--- config.mk ---
export PLATFORM = sky130hd
export DESIGN_NAME = pipif_pfq_rv32
export DESIGN_NICKNAME = d
export VERILOG_FILES = /design/src/rtl/pipif_pfq_rv32.sv
export SDC_FILE = /design/constraint.sdc
export NUM_CORES = 1
export LEC_CHECK = 0
export ABC_AREA = 1
export CAP_MARGIN = 25
export CORE_ASPECT_RATIO = 1.25
export CORE_MARGIN = 10
export CORE_UTILIZATION = 26
export DETAILED_ROUTE_END_ITERATION = 8
export PLACE_DENSITY = 0.5
export REMOVE_ABC_BUFFERS = 1
export SLEW_MARGIN = 20
export SYNTH_ARGS = -nofsm -noshare
export SYNTH_HDL_FRONTEND = slang
export SYNTH_SLANG_ARGS = --single-unit
--- constraint.sdc ---
create_clock -name iCLK -period 4.5 [get_ports iCLK]
set_input_delay 1.35 -clock iCLK [delete_from_list [all_inputs] [get_ports iCLK]]
set_output_delay 1.35 -clock iCLK [all_outputs]
set_load 0.01 [all_outputs]
--- src/rtl/pipif_pfq_rv32.sv ---
// RV32 instruction prefetch queue: credit-limited ICache fetch, in-order response queue, branch flush.
// Optional macro PIPIF_PERF_COUNTERS_EN adds consume/branch performance counters.
module pipif_pfq_rv32 #(
  parameter logic [31:0] RESET_VEC = 32'h0000_0000,
  parameter int unsigned FQ_DEPTH  = 4
) (
  input  logic        iCLK,
  input  logic        iRSTn,
  output logic        oIREQ,
  output logic [31:0] oIADDR,
  input  logic        iIGNT,
  input  logic        iIRVALID,
  input  logic [31:0] iIRDATA,
  input  logic        iBRANCH,
  input  logic [31:0] iBranchADDR,
  input  logic        iSTALL,
  output logic        oINSTR_VALID,
  output logic [31:0] oINSTR,
  output logic [31:0] oINSTR_PC
`ifdef PIPIF_PERF_COUNTERS_EN
  ,
  output logic [31:0] oFETCH_CNT,
  output logic [15:0] oFLUSH_CNT
`endif
);

  localparam int unsigned PW = (FQ_DEPTH > 1) ? $clog2(FQ_DEPTH) : 1;
  localparam int unsigned CW = PW + 1;
  localparam logic [CW:0]   LP_DEPTH = (CW + 1)'(FQ_DEPTH);
  localparam logic [PW-1:0] P_ONE    = PW'(1);
  localparam logic [CW-1:0] C_ONE    = CW'(1);

  logic [31:0]   r_pc;
  logic [31:0]   r_rpc;       // address of the next non-discarded response
  logic [31:0]   r_q_instr [FQ_DEPTH];
  logic [31:0]   r_q_pc    [FQ_DEPTH];
  logic [PW-1:0] r_wp, r_rp;
  logic [CW-1:0] r_cnt;
  logic [CW-1:0] r_out;       // all outstanding responses, stale ones included
  logic [CW-1:0] r_disc;
  logic          r_run;

  logic          w_xfer, w_push, w_pop;
  logic [CW:0]   w_used;
  logic [CW-1:0] w_out_nxt;
  logic [31:0]   w_target;
  logic          w_unused_addr;

  assign w_unused_addr = ^iBranchADDR[1:0];
  assign w_target      = {iBranchADDR[31:2], 2'b00};

  always_comb begin
    w_used    = {1'b0, r_cnt} + {1'b0, r_out};
    oIREQ     = r_run && (w_used < LP_DEPTH) && !iBRANCH;
    w_xfer    = oIREQ && iIGNT;
    w_push    = iIRVALID && (r_disc == '0) && !iBRANCH;
    w_pop     = (r_cnt != '0) && !iSTALL && !iBRANCH;
    w_out_nxt = r_out + {{(CW-1){1'b0}}, w_xfer} - {{(CW-1){1'b0}}, iIRVALID};
  end

  assign oIADDR       = r_pc;
  assign oINSTR_VALID = (r_cnt != '0);
  assign oINSTR       = oINSTR_VALID ? r_q_instr[r_rp] : '0;
  assign oINSTR_PC    = oINSTR_VALID ? r_q_pc[r_rp]    : '0;

  always_ff @(posedge iCLK or negedge iRSTn) begin
    if (!iRSTn) begin
      r_pc   <= RESET_VEC;
      r_rpc  <= RESET_VEC;
      r_wp   <= '0;
      r_rp   <= '0;
      r_cnt  <= '0;
      r_out  <= '0;
      r_disc <= '0;
      r_run  <= 1'b0;
      for (int i = 0; i < FQ_DEPTH; i++) begin
        r_q_instr[i] <= '0;
        r_q_pc[i]    <= '0;
      end
    end else begin
      r_run <= 1'b1;
      r_out <= w_out_nxt;
      if (iBRANCH) begin
        // Every response still outstanding after this edge belongs to the old path.
        r_pc   <= w_target;
        r_rpc  <= w_target;
        r_wp   <= '0;
        r_rp   <= '0;
        r_cnt  <= '0;
        r_disc <= w_out_nxt;
      end else begin
        if (w_xfer) r_pc <= r_pc + 32'd4;
        if (iIRVALID && (r_disc != '0)) r_disc <= r_disc - C_ONE;
        if (w_push) begin
          r_q_instr[r_wp] <= iIRDATA;
          r_q_pc[r_wp]    <= r_rpc;
          r_wp            <= r_wp + P_ONE;
          r_rpc           <= r_rpc + 32'd4;
        end
        if (w_pop) r_rp <= r_rp + P_ONE;
        if (w_push && !w_pop)      r_cnt <= r_cnt + C_ONE;
        else if (!w_push && w_pop) r_cnt <= r_cnt - C_ONE;
      end
    end
  end

`ifdef PIPIF_PERF_COUNTERS_EN
  logic [31:0] r_fetch_cnt;
  logic [15:0] r_flush_cnt;

  always_ff @(posedge iCLK or negedge iRSTn) begin
    if (!iRSTn) begin
      r_fetch_cnt <= '0;
      r_flush_cnt <= '0;
    end else begin
      if (w_pop)   r_fetch_cnt <= r_fetch_cnt + 32'd1;
      if (iBRANCH) r_flush_cnt <= r_flush_cnt + 16'd1;
    end
  end

  assign oFETCH_CNT = r_fetch_cnt;
  assign oFLUSH_CNT = r_flush_cnt;
`endif

endmodule
==> results.cfg <==
[yosys]
yosysSeqAreaShare = 0.4976
ys_seq_elements = 322
ys_warn_count = 0
syn_area_per_cell_um2 = 7.793
synthCells = 2078
synth_cell_types = 34
syn_area_um2 = 16190

[layout]
fin_cells = 3054
drive_gt1_frac = 0.05988
nets = 2278
area_growth_pct = 22.06
utilization = 0.3193

[timing]
report.final.slew_viol_count = 0
fmax_mhz = 234.3
fin_crit_ns = 4.268
relSlewSlack = 0.4410
hold_viol = 0
grt_setup_unrepaired = no
period_share = 0.9485
setup_viol = 0
skew_ns = 0.01369
tightest_slew_ns = 0.8385

[setup_path]
start_kind = flip-flop
critPathArrivalTime_ns = 2.92
path_max_fanout = 39
cp-end-kind = output pin
cp.required_ns = 3.15
crit_chain = clkinv_2 -> buf_12 -> buf_4 -> o21ai_0 -> a21oi_1 -> clkdlybuf4s50_1
slowest_delay_ns = 0.66
critPathKind = flip-flop to output pin
cp_slowest_cell = dfrtp_4

[power_and_ir_drop]
powerDensity_nw_per_um2 = 546.3
p_int_w = 0.006999
power_frac_seq = 0.369
pwr-share-clk = 0.294
switching_power_w = 0.003801
swShare = 0.3519
pwr-share-comb = 0.337
vdd_ir_drop_max_mv = 0.2051
p_leak_nw = 8.811
total_power_w = 0.01080

[clocking]
postCtsSetupRepairBufs = 0
clock_sinks = 322
cts_buffer_depth = 3
clk-insertion-delay-late_ns = 0.55
clk_pin_slew_ns = 0.06
cts_tree = done
cts_htree_levels = 2
ctsRootBufferMaster = clkbuf_16
cts_buffers = 38

[detailed_routing]
vias = 14136
postRouteAntennaNets = 0
wl_per_cell_um = 16.60
drt_iter0_markers = 1088
first_pass_iters = 6
routed_via_density = 4.629
routed_wirelength_um = 50680
route.detailed.drc = 0

[floorplan]
fp.dieW_um = 243.2
core_area_um2 = 61900
dieArea_um2 = 72730
rows = 102
initial_utilization = 0.2616
die_h_um = 299.0
io-pin-count = 168

[placement]
dp_hpwl_um = 33210
port_buffers = 161
place_inst = 2986
routabilityCongestion = 0.8686

[global_route]
grt_max_degree = 113
antenna_found_initial = 1
overflow = 0
grt_pass1_vias = 14160
grt_first_pass_wirelength_um = 80360
grtUsageTotal = 0.1377

[hold_path]
hp-class = flip-flop to flip-flop

[outcome]
status = finished, final reports clean

[job]
max_cap_viol_count = 0
## synthesized netlist by cell type (all sizes together)
library cell,count,area [um2]
a21oi,69,345.3
o22ai,1,6.260
clkbuf,62,234.0
nor3,8,40.04
fa,2,40.04
buf,57,489.2
o211ai,13,97.59
dfrtp,322,8058
o21bai,3,22.52
xnor2,5,43.79
inv,151,566.8
nand2,495,1918
nand4,10,62.56
ha,12,150.1
nor2,347,1389
xor2,15,131.4
o221ai,4,35.03
conb,2,7.510
nand3,79,437.9
a31oi,10,62.56
o21ai,411,2057
## stage by stage
step / area, um2 / setup slack, ns / hold WS (ns) / setup TNS [ns]
3_3_place_gp: 18470 / 0.7140 / 0.4605 / 0
3_5_place_dp: 18470 / 0.7133 / 0.4676 / 0
2_1_floorplan: 15480 / -0.6979 / 0.4478 / -43.27
4_1_cts: 19760 / 0.08487 / 0.4819 / 0
5_1_grt: 19760 / 0.006648 / 0.4957 / 0
6_report: 19770 / 0.2318 / 0.4773 / 0
## cells in the final DEF, fill, tap and decap left out, types with 10 or more instances in the layout
master / synthesis / layout
a31oi_1: 10 / 10
o211ai_1: 13 / 13
inv_1: 143 / 143
buf_4: 6 / 22
o21ai_0: 396 / 396
o21ai_1: 15 / 15
xor2_1: 15 / 15
nand2_1: 483 / 483
clkbuf_16: 0 / 41
clkbuf_8: 0 / 10
nor2_1: 334 / 334
dfrtp_1: 322 / 320
nand4_1: 10 / 10
a21oi_1: 69 / 69
ha_1: 12 / 12
clkdlybuf4s50_1: 0 / 159
nand3_1: 75 / 75
## worst paths after layout
path,depth (start not counted),endpoint,slack (ns),start
setup / recovery,6,oINSTR[25],0.23,r_rp[0]$_DFFE_PN0P_
hold / removal,2,r_q_pc[18]$_DFFE_PN0P_,0.48,r_q_pc[18]$_DFFE_PN0P_
setup reg to reg,13,r_disc[2]$_DFFE_PN0P_,1.77,r_cnt[2]$_DFFE_PN0P_
hold reg to reg,2,r_q_pc[18]$_DFFE_PN0P_,0.48,r_q_pc[18]$_DFFE_PN0P_
max in group asynchronous,2,oIADDR[31]$_DFFE_PN0N_,2.74,iRSTn
min in group asynchronous,1,r_q_instr[10]$_DFFE_PN0P_,0.83,iRSTn
## flip-flops by register name (all words and copies together) (netlist names)
name	count
oIADDR	30
r_cnt	3
r_disc	3
r_out	3
r_q_instr	128
r_q_pc	120
r_rp	2
r_rpc	30
r_run	1
r_wp	2
## final cells by class
cell class,instances,area [um2]
multi-input cells,1489,6858
inverters,151,568.0
clock inverters,10,100.1
repair buffers,192,1948
diodes,1,2.502
well taps,832,1041
clock buffers,57,1186
flip-flops and latches,322,8063
fillers,6607,42130
## logic make-up after synthesis
logic type,Yosys count,synth area share
AO/OA/AOI/OAI,511,0.1622
flip-flops,322,0.4976
buffers and inverters,270,0.07966
AND/OR/NAND/NOR,939,0.2376
adder cells (fa/ha/maj),14,0.01174
other,2,0.0004637
XOR/XNOR,20,0.01082
## worst max-delay path: cells and delay by family (launching register included)
| kind | cells | cell delay, ns |
|---|---|---|
| flip-flops | 1 | 0.66 |
| AO/OA/AOI/OAI | 2 | 0.28 |
| buffers and inverters | 4 | 1.38 |
## what timing repair did
item / in CTS / in global routing
hold buffers: 0 / 0
setup endpoints to repair: 0 / 1
resized for setup: 0 / 1
endpoints found under the hold margin: 0 / 0
## metal layers
layer	wire length (um)	track usage	up-vias	part of all wire
li1	-	-	6939	-
met1	22550	0.1725	6796	0.44
met2	24540	0.2360	336	0.48
met3	2386	0.02456	63	0.047
met4	1197	0.04365	2	0.024
met5	9	0	-	0.00018
## power groups by stage
stage / Combinational, W / Clock (W) / Sequential [W]
after floorplan: 0.00190 / 0 / 0.00398
after global placement: 0.00368 / 0 / 0.00399
after detailed placement: 0.00372 / 0 / 0.00402
after CTS: 0.00374 / 0.00331 / 0.00397
after global routing: 0.00412 / 0.00340 / 0.00406
final: 0.00364 / 0.00318 / 0.00398
(Power assumes the default switching activity.)
